===== src/rtl/sync_fifo_prog_if.sv =====
// sync_fifo_prog_if: producer/consumer bundle for sync_fifo_prog.
//   master : drives data_in, wr_en, rd_en, af_level, ae_level and err_clr.
//            It observes the read data, the handshake pulses, the status flags and the level.
//   slave  : the FIFO side. The direction of every signal is the reverse of master.
// WIDTH and DEPTH must match the parameters of the sync_fifo_prog instance this bundle connects to.
interface sync_fifo_prog_if #(
  parameter int unsigned WIDTH = 16,
  parameter int unsigned DEPTH = 8
);
  localparam int unsigned LVL_W = $clog2(DEPTH + 1);

  logic [WIDTH-1:0] data_in;
  logic             wr_en;
  logic             rd_en;
  logic [LVL_W-1:0] af_level;
  logic [LVL_W-1:0] ae_level;
  logic             err_clr;
  logic [WIDTH-1:0] data_out;
  logic             rd_valid;
  logic             wr_ack;
  logic             overflow;
  logic             underflow;
  logic             ovf_sticky;
  logic             udf_sticky;
  logic             full;
  logic             empty;
  logic             almostfull;
  logic             almostempty;
  logic [LVL_W-1:0] level;

  modport master (
    output data_in, wr_en, rd_en, af_level, ae_level, err_clr,
    input  data_out, rd_valid, wr_ack, overflow, underflow, ovf_sticky, udf_sticky,
           full, empty, almostfull, almostempty, level
  );

  modport slave (
    input  data_in, wr_en, rd_en, af_level, ae_level, err_clr,
    output data_out, rd_valid, wr_ack, overflow, underflow, ovf_sticky, udf_sticky,
           full, empty, almostfull, almostempty, level
  );
endinterface


===== src/rtl/sync_fifo_prog.sv =====
// sync_fifo_prog: single-clock FIFO with any DEPTH >= 2.
// It provides a fill level, run-time almost-full/almost-empty thresholds and sticky error flags.
//   clk, rst : rising-edge clock, synchronous active-high reset (reset wins over all requests)
//   bus_io   : sync_fifo_prog_if.slave bundle. It carries:
//              - the write/read requests and the thresholds
//              - err_clr
//              - the read data and rd_valid
//              - the wr_ack, overflow and underflow pulses
//              - the sticky error flags
//              - full, empty, almostfull, almostempty and level
// Build option: define FIFO_FWFT_EN for first-word fall-through reads.
//   In that mode data_out shows the head word combinationally, and rd_valid = !empty.
//   Without FIFO_FWFT_EN, a read has one cycle of latency and rd_valid pulses when the word arrives.
module sync_fifo_prog #(
  parameter int unsigned WIDTH = 16,
  parameter int unsigned DEPTH = 8
) (
  input logic             clk,
  input logic             rst,
  sync_fifo_prog_if.slave bus_io
);
  localparam int unsigned LVL_W = $clog2(DEPTH + 1);
  localparam int unsigned PTR_W = $clog2(DEPTH);
  localparam logic [LVL_W-1:0] LvlMax = LVL_W'(DEPTH);
  localparam logic [PTR_W-1:0] PtrMax = PTR_W'(DEPTH - 1);

  logic [WIDTH-1:0] mem_q [DEPTH];
  logic [PTR_W-1:0] wr_ptr_q, wr_ptr_d, rd_ptr_q, rd_ptr_d;
  logic [LVL_W-1:0] level_q, level_d;
  logic             wr_ack_q, overflow_q, underflow_q;
  logic             ovf_sticky_q, ovf_sticky_d, udf_sticky_q, udf_sticky_d;
  logic             wacc, racc, ovf_ev, udf_ev;

  // Acceptance is judged on the pre-edge level only.
  // A write at full is refused even if a read frees a slot in the same cycle, and vice versa.
  assign wacc   = bus_io.wr_en && (level_q != LvlMax);
  assign racc   = bus_io.rd_en && (level_q != '0);
  assign ovf_ev = bus_io.wr_en && !wacc;
  assign udf_ev = bus_io.rd_en && !racc;

  always_comb begin
    level_d = level_q;
    case ({wacc, racc})
      2'b10:   level_d = level_q + 1'b1;
      2'b01:   level_d = level_q - 1'b1;
      default: level_d = level_q;
    endcase
    // DEPTH need not be a power of two, so the pointers wrap by explicit compare.
    wr_ptr_d = wr_ptr_q;
    if (wacc) wr_ptr_d = (wr_ptr_q == PtrMax) ? '0 : wr_ptr_q + 1'b1;
    rd_ptr_d = rd_ptr_q;
    if (racc) rd_ptr_d = (rd_ptr_q == PtrMax) ? '0 : rd_ptr_q + 1'b1;
    // Setting a flag takes priority over clearing it in the same cycle.
    ovf_sticky_d = ovf_ev ? 1'b1 : (bus_io.err_clr ? 1'b0 : ovf_sticky_q);
    udf_sticky_d = udf_ev ? 1'b1 : (bus_io.err_clr ? 1'b0 : udf_sticky_q);
  end

  always_ff @(posedge clk) begin
    if (rst) begin
      wr_ptr_q     <= '0;
      rd_ptr_q     <= '0;
      level_q      <= '0;
      wr_ack_q     <= 1'b0;
      overflow_q   <= 1'b0;
      underflow_q  <= 1'b0;
      ovf_sticky_q <= 1'b0;
      udf_sticky_q <= 1'b0;
    end else begin
      wr_ptr_q     <= wr_ptr_d;
      rd_ptr_q     <= rd_ptr_d;
      level_q      <= level_d;
      wr_ack_q     <= wacc;
      overflow_q   <= ovf_ev;
      underflow_q  <= udf_ev;
      ovf_sticky_q <= ovf_sticky_d;
      udf_sticky_q <= udf_sticky_d;
    end
  end

  // Storage is not reset. A reset cycle must not write, so the write is gated by reset.
  always_ff @(posedge clk) begin
    if (!rst && wacc) mem_q[wr_ptr_q] <= bus_io.data_in;
  end

`ifdef FIFO_FWFT_EN
  assign bus_io.data_out = mem_q[rd_ptr_q];
  assign bus_io.rd_valid = (level_q != '0);
`else
  logic [WIDTH-1:0] data_out_q;
  logic             rd_valid_q;

  always_ff @(posedge clk) begin
    if (rst) begin
      data_out_q <= '0;
      rd_valid_q <= 1'b0;
    end else begin
      if (racc) data_out_q <= mem_q[rd_ptr_q];
      rd_valid_q <= racc;
    end
  end

  assign bus_io.data_out = data_out_q;
  assign bus_io.rd_valid = rd_valid_q;
`endif

  assign bus_io.wr_ack      = wr_ack_q;
  assign bus_io.overflow    = overflow_q;
  assign bus_io.underflow   = underflow_q;
  assign bus_io.ovf_sticky  = ovf_sticky_q;
  assign bus_io.udf_sticky  = udf_sticky_q;
  assign bus_io.level       = level_q;
  assign bus_io.full        = (level_q == LvlMax);
  assign bus_io.empty       = (level_q == '0);
  assign bus_io.almostfull  = (level_q >= bus_io.af_level);
  assign bus_io.almostempty = (level_q <= bus_io.ae_level);
endmodule


===== src/flat_wrapper.sv =====
// flat-port wrapper written by rule: the top's interface ports become plain ports
module sync_fifo_prog_flat 
#(
  parameter int unsigned WIDTH = 16,
  parameter int unsigned DEPTH = 8
)
  (clk, rst, bus_io_data_in, bus_io_wr_en, bus_io_rd_en, bus_io_af_level, bus_io_ae_level, bus_io_err_clr, bus_io_data_out, bus_io_rd_valid, bus_io_wr_ack, bus_io_overflow, bus_io_underflow, bus_io_ovf_sticky, bus_io_udf_sticky, bus_io_full, bus_io_empty, bus_io_almostfull, bus_io_almostempty, bus_io_level);
  sync_fifo_prog_if #(.WIDTH(WIDTH), .DEPTH(DEPTH)) bus_io_i ();
  input logic clk;
  input logic rst;
  input wire logic [$bits(bus_io_i.data_in)-1:0] bus_io_data_in;
  input wire logic [$bits(bus_io_i.wr_en)-1:0] bus_io_wr_en;
  input wire logic [$bits(bus_io_i.rd_en)-1:0] bus_io_rd_en;
  input wire logic [$bits(bus_io_i.af_level)-1:0] bus_io_af_level;
  input wire logic [$bits(bus_io_i.ae_level)-1:0] bus_io_ae_level;
  input wire logic [$bits(bus_io_i.err_clr)-1:0] bus_io_err_clr;
  output wire logic [$bits(bus_io_i.data_out)-1:0] bus_io_data_out;
  output wire logic [$bits(bus_io_i.rd_valid)-1:0] bus_io_rd_valid;
  output wire logic [$bits(bus_io_i.wr_ack)-1:0] bus_io_wr_ack;
  output wire logic [$bits(bus_io_i.overflow)-1:0] bus_io_overflow;
  output wire logic [$bits(bus_io_i.underflow)-1:0] bus_io_underflow;
  output wire logic [$bits(bus_io_i.ovf_sticky)-1:0] bus_io_ovf_sticky;
  output wire logic [$bits(bus_io_i.udf_sticky)-1:0] bus_io_udf_sticky;
  output wire logic [$bits(bus_io_i.full)-1:0] bus_io_full;
  output wire logic [$bits(bus_io_i.empty)-1:0] bus_io_empty;
  output wire logic [$bits(bus_io_i.almostfull)-1:0] bus_io_almostfull;
  output wire logic [$bits(bus_io_i.almostempty)-1:0] bus_io_almostempty;
  output wire logic [$bits(bus_io_i.level)-1:0] bus_io_level;
  assign bus_io_i.data_in = bus_io_data_in;
  assign bus_io_i.wr_en = bus_io_wr_en;
  assign bus_io_i.rd_en = bus_io_rd_en;
  assign bus_io_i.af_level = bus_io_af_level;
  assign bus_io_i.ae_level = bus_io_ae_level;
  assign bus_io_i.err_clr = bus_io_err_clr;
  assign bus_io_data_out = bus_io_i.data_out;
  assign bus_io_rd_valid = bus_io_i.rd_valid;
  assign bus_io_wr_ack = bus_io_i.wr_ack;
  assign bus_io_overflow = bus_io_i.overflow;
  assign bus_io_underflow = bus_io_i.underflow;
  assign bus_io_ovf_sticky = bus_io_i.ovf_sticky;
  assign bus_io_udf_sticky = bus_io_i.udf_sticky;
  assign bus_io_full = bus_io_i.full;
  assign bus_io_empty = bus_io_i.empty;
  assign bus_io_almostfull = bus_io_i.almostfull;
  assign bus_io_almostempty = bus_io_i.almostempty;
  assign bus_io_level = bus_io_i.level;
  sync_fifo_prog #(.WIDTH(WIDTH), .DEPTH(DEPTH)) u_core (.clk(clk), .rst(rst), .bus_io(bus_io_i));
endmodule

===== config.mk =====
export PLATFORM = sky130hd
export DESIGN_NAME = sync_fifo_prog_flat
export DESIGN_NICKNAME = d
export VERILOG_FILES = /design/src/rtl/sync_fifo_prog_if.sv /design/src/rtl/sync_fifo_prog.sv /design/src/flat_wrapper.sv
export SDC_FILE = /design/constraint.sdc
export NUM_CORES = 1
export LEC_CHECK = 0
export CORE_MARGIN = 5
export CORE_UTILIZATION = 35
export DETAILED_ROUTE_END_ITERATION = 8
export GPL_TIMING_DRIVEN = 0
export PLACE_DENSITY = 0.54
export SLEW_MARGIN = 20
export SYNTH_ARGS = -nofsm -noshare
export SYNTH_HDL_FRONTEND = slang
export SYNTH_SLANG_ARGS = --single-unit

===== constraint.sdc =====
create_clock -name clk -period 4.7 [get_ports clk]
set_input_delay 0.94 -clock clk [delete_from_list [all_inputs] [get_ports clk]]
set_output_delay 0.94 -clock clk [all_outputs]
set_load 0.01 [all_outputs]

; ---- Word-level counts from Yosys, hierarchy flattened
; Memories as Yosys holds them, arrays and structs flattened. A register that Yosys moved wholly into a read port is not among the register bits.
; Index checks and enable logic that the tools add are counted.
; W data, S select, Z words.
[word_totals]
output_inout_bits = 30
ramBits = 128
n_memories = 1
regBits = 16
[classes]
n_addsub = 4
muxes = 8
eq_ne = 6
reduce_logical = 13
magnitude_cmp = 2
[memory_table]
columns = name, words, width, read_ports, rd_clocked_by_memory_dff, wr, line_no
row1 = u_core.mem_q, 8, 16, 1, 1, 1, sync_fifo_prog.sv:27  ; logic [WIDTH-1:0] mem_q [DEPTH];
[op_table]
columns = op, count
row1 = $pmux W4 S2, 1
row2 = $add A3 B1 Y3 const B, 2
row3 = $eq A3 B3 Y1 const B, 2
row4 = $mux W3, 2
row5 = $reduce_bool A2 Y1, 3
row6 = $logic_and A1 B1 Y1, 5
row7 = $mux W1, 5
row8 = $add A4 B1 Y4 const B, 1
row9 = $eq A4 B4 Y1 const B, 1
row10 = $ge A4 B4 Y1, 1
row11 = $le A4 B4 Y1, 1
row12 = $logic_not A4 Y1, 1
row13 = $ne A4 B4 Y1 const B, 1
row14 = $reduce_bool A4 Y1, 1
row15 = $sub A4 B1 Y4 const B, 1
row16 = $logic_not A1 Y1, 3
row17 = $eq A2 B1 Y1 const B, 1
row18 = $eq A2 B2 Y1 const B, 1

; ---- Longest topological paths before layout
; Gate-level depths: netlist of run 1.
[logic_depth]
ltp_word = 5
mapped_depth = 10
depth_no_buf = 9

; ---- Worst setup path before layout of run 1
; No wires, ideal clock.
[synth_path]
path_kind = input to register
startpoint = in rst
endpoint = mem u_core.mem_q[0][0] (enable)
n_path_buf = 0
setup_slack_ns = 1.695
path_stages = 3
t_required_ns = 4.291
arrival_ns = 2.595
cell_sequence = nand2b_1 or3_1 nor3_1
[synth_between]
elab_chain_len = 4
[synth_lines]
columns = item, line_no
row1 = from (decl), flat_wrapper.sv:10  ; input logic rst;
row2 = $logic_not A1 Y1, sync_fifo_prog.sv:82  ; if (!rst && wacc) mem_q[wr_ptr_q] <= bus_io.data_in;
row3 = $logic_and A1 B1 Y1, sync_fifo_prog.sv:82
row4 = $mux W1, sync_fifo_prog.sv:82
row5 = $mux W1 (not written as such), sync_fifo_prog.sv:82
row6 = to (decl), sync_fifo_prog.sv:27
; Every way passes these cells.

; ---- Worst setup path after layout of run 1
[layout_path]
startpoint = in bus_io_ae_level[1]
endpoint = out bus_io_almostempty
[layout_between]
elab_chain_len = 1
[layout_lines]
columns = item, line_no
row1 = from (decl), flat_wrapper.sv:15  ; input wire logic [$bits(bus_io_i.ae_level)-1:0] bus_io_ae_level;
row2 = $le A4 B4 Y1, sync_fifo_prog.sv:115  ; assign bus_io.almostempty = (level_q <= bus_io.ae_level);
row3 = to (decl), flat_wrapper.sv:27  ; output wire logic [$bits(bus_io_i.almostempty)-1:0] bus_io_almostempty;
; Every way passes these cells.

==> results of run 1 <==
==> area by class of cell <==
class	count	area, um2	share of cell area
Timing Repair Buffer	65	659	0.0834
Clock inverter	14	165	0.0209
Clock buffer	18	429	0.0543
Multi-Input combinational cell	169	1740	0.221
Buffer	15	95.1	0.0120
Tap cell	229	287	0.0363
Sequential cell	160	4480	0.567
Inverter	11	41.3	0.00522
==> cells in the mapped netlist (all sizes together) (7+ instances only) <==
| cell | number | share of area |
|---|---|---|
| a21oi | 13 | 0.010 |
| nand2 | 12 | 0.0083 |
| o22ai | 15 | 0.024 |
| buf | 7 | 0.010 |
| edfxtp | 128 | 0.61 |
| nor3 | 18 | 0.023 |
| ha | 15 | 0.030 |
| mux4 | 32 | 0.11 |
| clkbuf | 8 | 0.0047 |
| nor2 | 33 | 0.020 |
| dfxtp | 32 | 0.10 |
| inv | 11 | 0.0065 |
==> placed cells by master (no fill, tap or decap), drive strengths merged <==
master / netlist / layout
a21oi: 13 / 13
nor3: 18 / 18
dfxtp: 32 / 32
bufinv: 0 / 3
fa: 1 / 1
a211oi: 1 / 1
clkinv: 0 / 8
o21ai: 1 / 1
or3: 2 / 2
a21o: 3 / 3
xor2: 2 / 2
or4: 1 / 1
o22ai: 15 / 15
nand2: 12 / 12
nand2b: 6 / 6
mux2i: 1 / 1
nand3: 2 / 2
o31ai: 1 / 1
nand4b: 1 / 1
mux4: 32 / 32
ha: 15 / 15
buf: 7 / 14
o41ai: 1 / 1
clkdlybuf4s50: 0 / 58
edfxtp: 128 / 128
nor4: 1 / 1
inv: 11 / 12
clkinvlp: 0 / 2
or4b: 1 / 1
o21a: 2 / 2
nor2: 33 / 33
nand4: 1 / 1
clkbuf: 8 / 26
nor2b: 2 / 2
and3: 1 / 1
==> state kept, by name, indices dropped and copies added, names as in the netlist <==
name                      cells
u_core.bus_io.data_out       16
u_core.bus_io.level           4
u_core.bus_io.overflow        1
u_core.bus_io.ovf_sticky      1
u_core.bus_io.rd_valid        1
u_core.bus_io.udf_sticky      1
u_core.bus_io.underflow       1
u_core.bus_io.wr_ack          1
u_core.mem_q                128
u_core.rd_ptr_q               3
u_core.wr_ptr_q               3
==> metrics by stage <==
stage | total power, mW | utilization | hold WS [ns] | area, um2
after detailed placement | 2.84 | 0.408 | 0.464 | 7310
after CTS | 4.23 | 0.442 | 0.475 | 7900
after floorplan | 2.41 | - | 0.463 | 6320
final | 4.17 | 0.442 | 0.470 | 7900
after global placement | 2.81 | 0.402 | 0.464 | 7190
after global routing | 4.39 | 0.442 | 0.512 | 7900
==> worst max-delay path by stage <==
stage                       startpoint                            to  slack (ns)  cells past startpoint
global route        bus_io_ae_level[1]            bus_io_almostempty        0.68                      8
finish              bus_io_ae_level[1]            bus_io_almostempty        0.86                      8
floorplan                          rst  u_core.mem_q[0][0]$_DFFE_PP_        1.70                      3
global placement          bus_io_wr_en  u_core.mem_q[0][5]$_DFFE_PP_       -0.20                      4
CTS                 bus_io_ae_level[1]            bus_io_almostempty        0.84                      8
detailed placement  bus_io_ae_level[1]            bus_io_almostempty        0.84                      8
==> report_power, final <==
group | total, mW | internal (mW) | switching, mW
clock network | 1.38 | 0.834 | 0.546
logic | 1.06 | 0.532 | 0.529
registers | 1.73 | 1.64 | 0.0839
total | 4.17 | 3.01 | 1.16
==> layer usage <==
layer,track usage,up-vias
met3,0.0364,16
met2,0.218,86
li1,-,1562
met5,0,-
met1,0.188,1670
met4,0.0427,0
==> worst reg2reg max path, cell delays in order (launching register included) <==
cell	delay [ns]
dfxtp_1	0.41
o41ai_4	0.58
inv_2	0.15
buf_2	0.25
ha_1	0.27
ha_1	0.33
a21oi_1	0.18
a21oi_1	0.10
or4_1	0.46
a21oi_1	0.14
==> logic make-up after synthesis <==
logic type | Yosys count
buf+inv | 26
compound gates | 37
fa+ha+maj | 16
simple gates | 81
flops | 160
mux | 33
xor+xnor | 2
==> flow_summary.json, run 1 <==
{
  "finalSetupTns_ns": 0,
  "fmax_ghz": 0.260,
  "synth_compound_area_frac": 0.0475,
  "die_w_um": 144,
  "core_um2": 17900,
  "cts_buffers": 17,
  "min_delay_path_depth": 2,
  "crit_chain": "clkdlybuf4s50_1, inv_1, ha_1, nor2b_1, o21a_1, o21a_1, o21ai_0, clkdlybuf4s50_1",
  "routed.top_layer": "met4",
  "synthXorXnorAreaFrac": 0.00277,
  "path_delay_family": "buffers and inverters",
  "dominantRegCellSynth": "edfxtp_1",
  "gp_congestion": 0.719,
  "wl_met3_um": 802,
  "syn_nets": 400,
  "htreeDepth": 4,
  "slowest_delay_ns": 0.57,
  "worst-path-buf-inv": 3,
  "hold_viol_final": 0,
  "io_buffers": 58,
  "synth_top_family_by_area": "multiplexers",
  "nNetsFinal": 484,
  "grt_pass1_vias": 3484,
  "ys_warn_count": 0,
  "worst_setup_path_start_kind": "input port",
  "grt_max_degree": 17,
  "async_reset_ff_frac": 0,
  "period_needed_ns": 3.84,
  "relSlewSlack": 0.415,
  "grt_overflow": 0,
  "drc": 0,
  "tightest_slew_ns": 0.878,
  "ioPinCount": 59,
  "r2r-start": "u_core.bus_io.level[3]$_SDFFE_PP0P_",
  "netlist_instances": 355,
  "fp-row-count": 49,
  "area_growth_pct": 25.0,
  "fin_cells": 681,
  "synth_edf_count": 128,
  "dp_slack_ns": 0.843,
  "dp.cells": 649,
  "reg2reg_to": "u_core.bus_io.level[3]$_SDFFE_PP0P_",
  "crit_fanout": 2,
  "antennaDiodeCount": 0,
  "root_buffer": "clkbuf_16",
  "r2r_setup_slack_ns": 1.76,
  "rr_worst_depth": 9,
  "postRouteAntennaNets": 0,
  "met2_length_um": 6440,
  "met1_length_um": 6050,
  "grt_use_total": 0.138,
  "routed_wl_um": 13500,
  "setup_violations": 0,
  "synthMuxAreaShare": 0.116,
  "worst_slack_ns": 0.855,
  "ir_drop_mv": 0.317,
  "path_clk_slew_ns": 0.06,
  "via_count": 3334,
  "drive_gt1_frac": 0.241,
  "min_period_over_period": 0.818,
  "cts_tree": "built",
  "clock-sinks": 160,
  "cap_violations": 0,
  "cts_hold_buffers": 0,
  "avgSynthCellArea_um2": 17.8,
  "post-cts-setup-buffers": 0,
  "path_class": "input port to output port",
  "powerDensity_nw_per_um2": 528,
  "synth_seq_cells": 160,
  "required_ns": 3.76,
  "hold_path_class": "register to register",
  "start_util": 0.353,
  "min_to": "u_core.bus_io.udf_sticky$_SDFFE_PP0P_",
  "leakagePower_nw": 2.65,
  "worstSetupEndpointType": "output port",
  "die-height_um": 144,
  "drt_pass1_iterations": 4,
  "synth_adder_area_share": 0.0328,
  "antenna_found_initial": 0,
  "drt-initial-drc-count": 212,
  "synth_area_um2": 6320,
  "rsz0062_at_grt": "no",
  "grt_pass1_wl_um": 20700,
  "min-delay-start": "u_core.bus_io.udf_sticky$_SDFFE_PP0P_",
  "yosysSeqAreaShare": 0.709,
  "wl_per_cell_um": 19.8,
  "clockBufferDepth": 2,
  "slew_viol_final": 0,
  "yosysUniqueCellTypes": 39,
  "status": "finished clean",
  "cts_resized": 0,
  "via_per_inst": 4.90,
  "hpwlAfterDp_um": 8680,
  "die_area_um2": 20900,
  "fillers": 1579,
  "crit_arrival_ns": 2.90,
  "synth-simple-area-share": 0.0706,
  "crit_slowest_cell": "clkdlybuf4s50_1",
  "skew_ns": 0.00780,
  "clk_latency_ns": 0.42
}
Note: power is estimated with default switching activity, not from simulation.
==> run 2, diff against run 1 <==
Clock period 4.7 ns to 3.63 ns, I/O delays scaled along.
==> results of run 2 <==
The final DEF is identical to that of run 1. Status: finished clean.
Main changes from that run: setup slack after placement 0.843 ns -> 0.201 ns; setup slack after layout 0.855 ns -> 0.213 ns; register-to-register setup slack 1.76 ns -> 0.69 ns; total power 4.17 mW -> 5.40 mW; worst IR drop on VDD 0.317 mV -> 0.411 mV
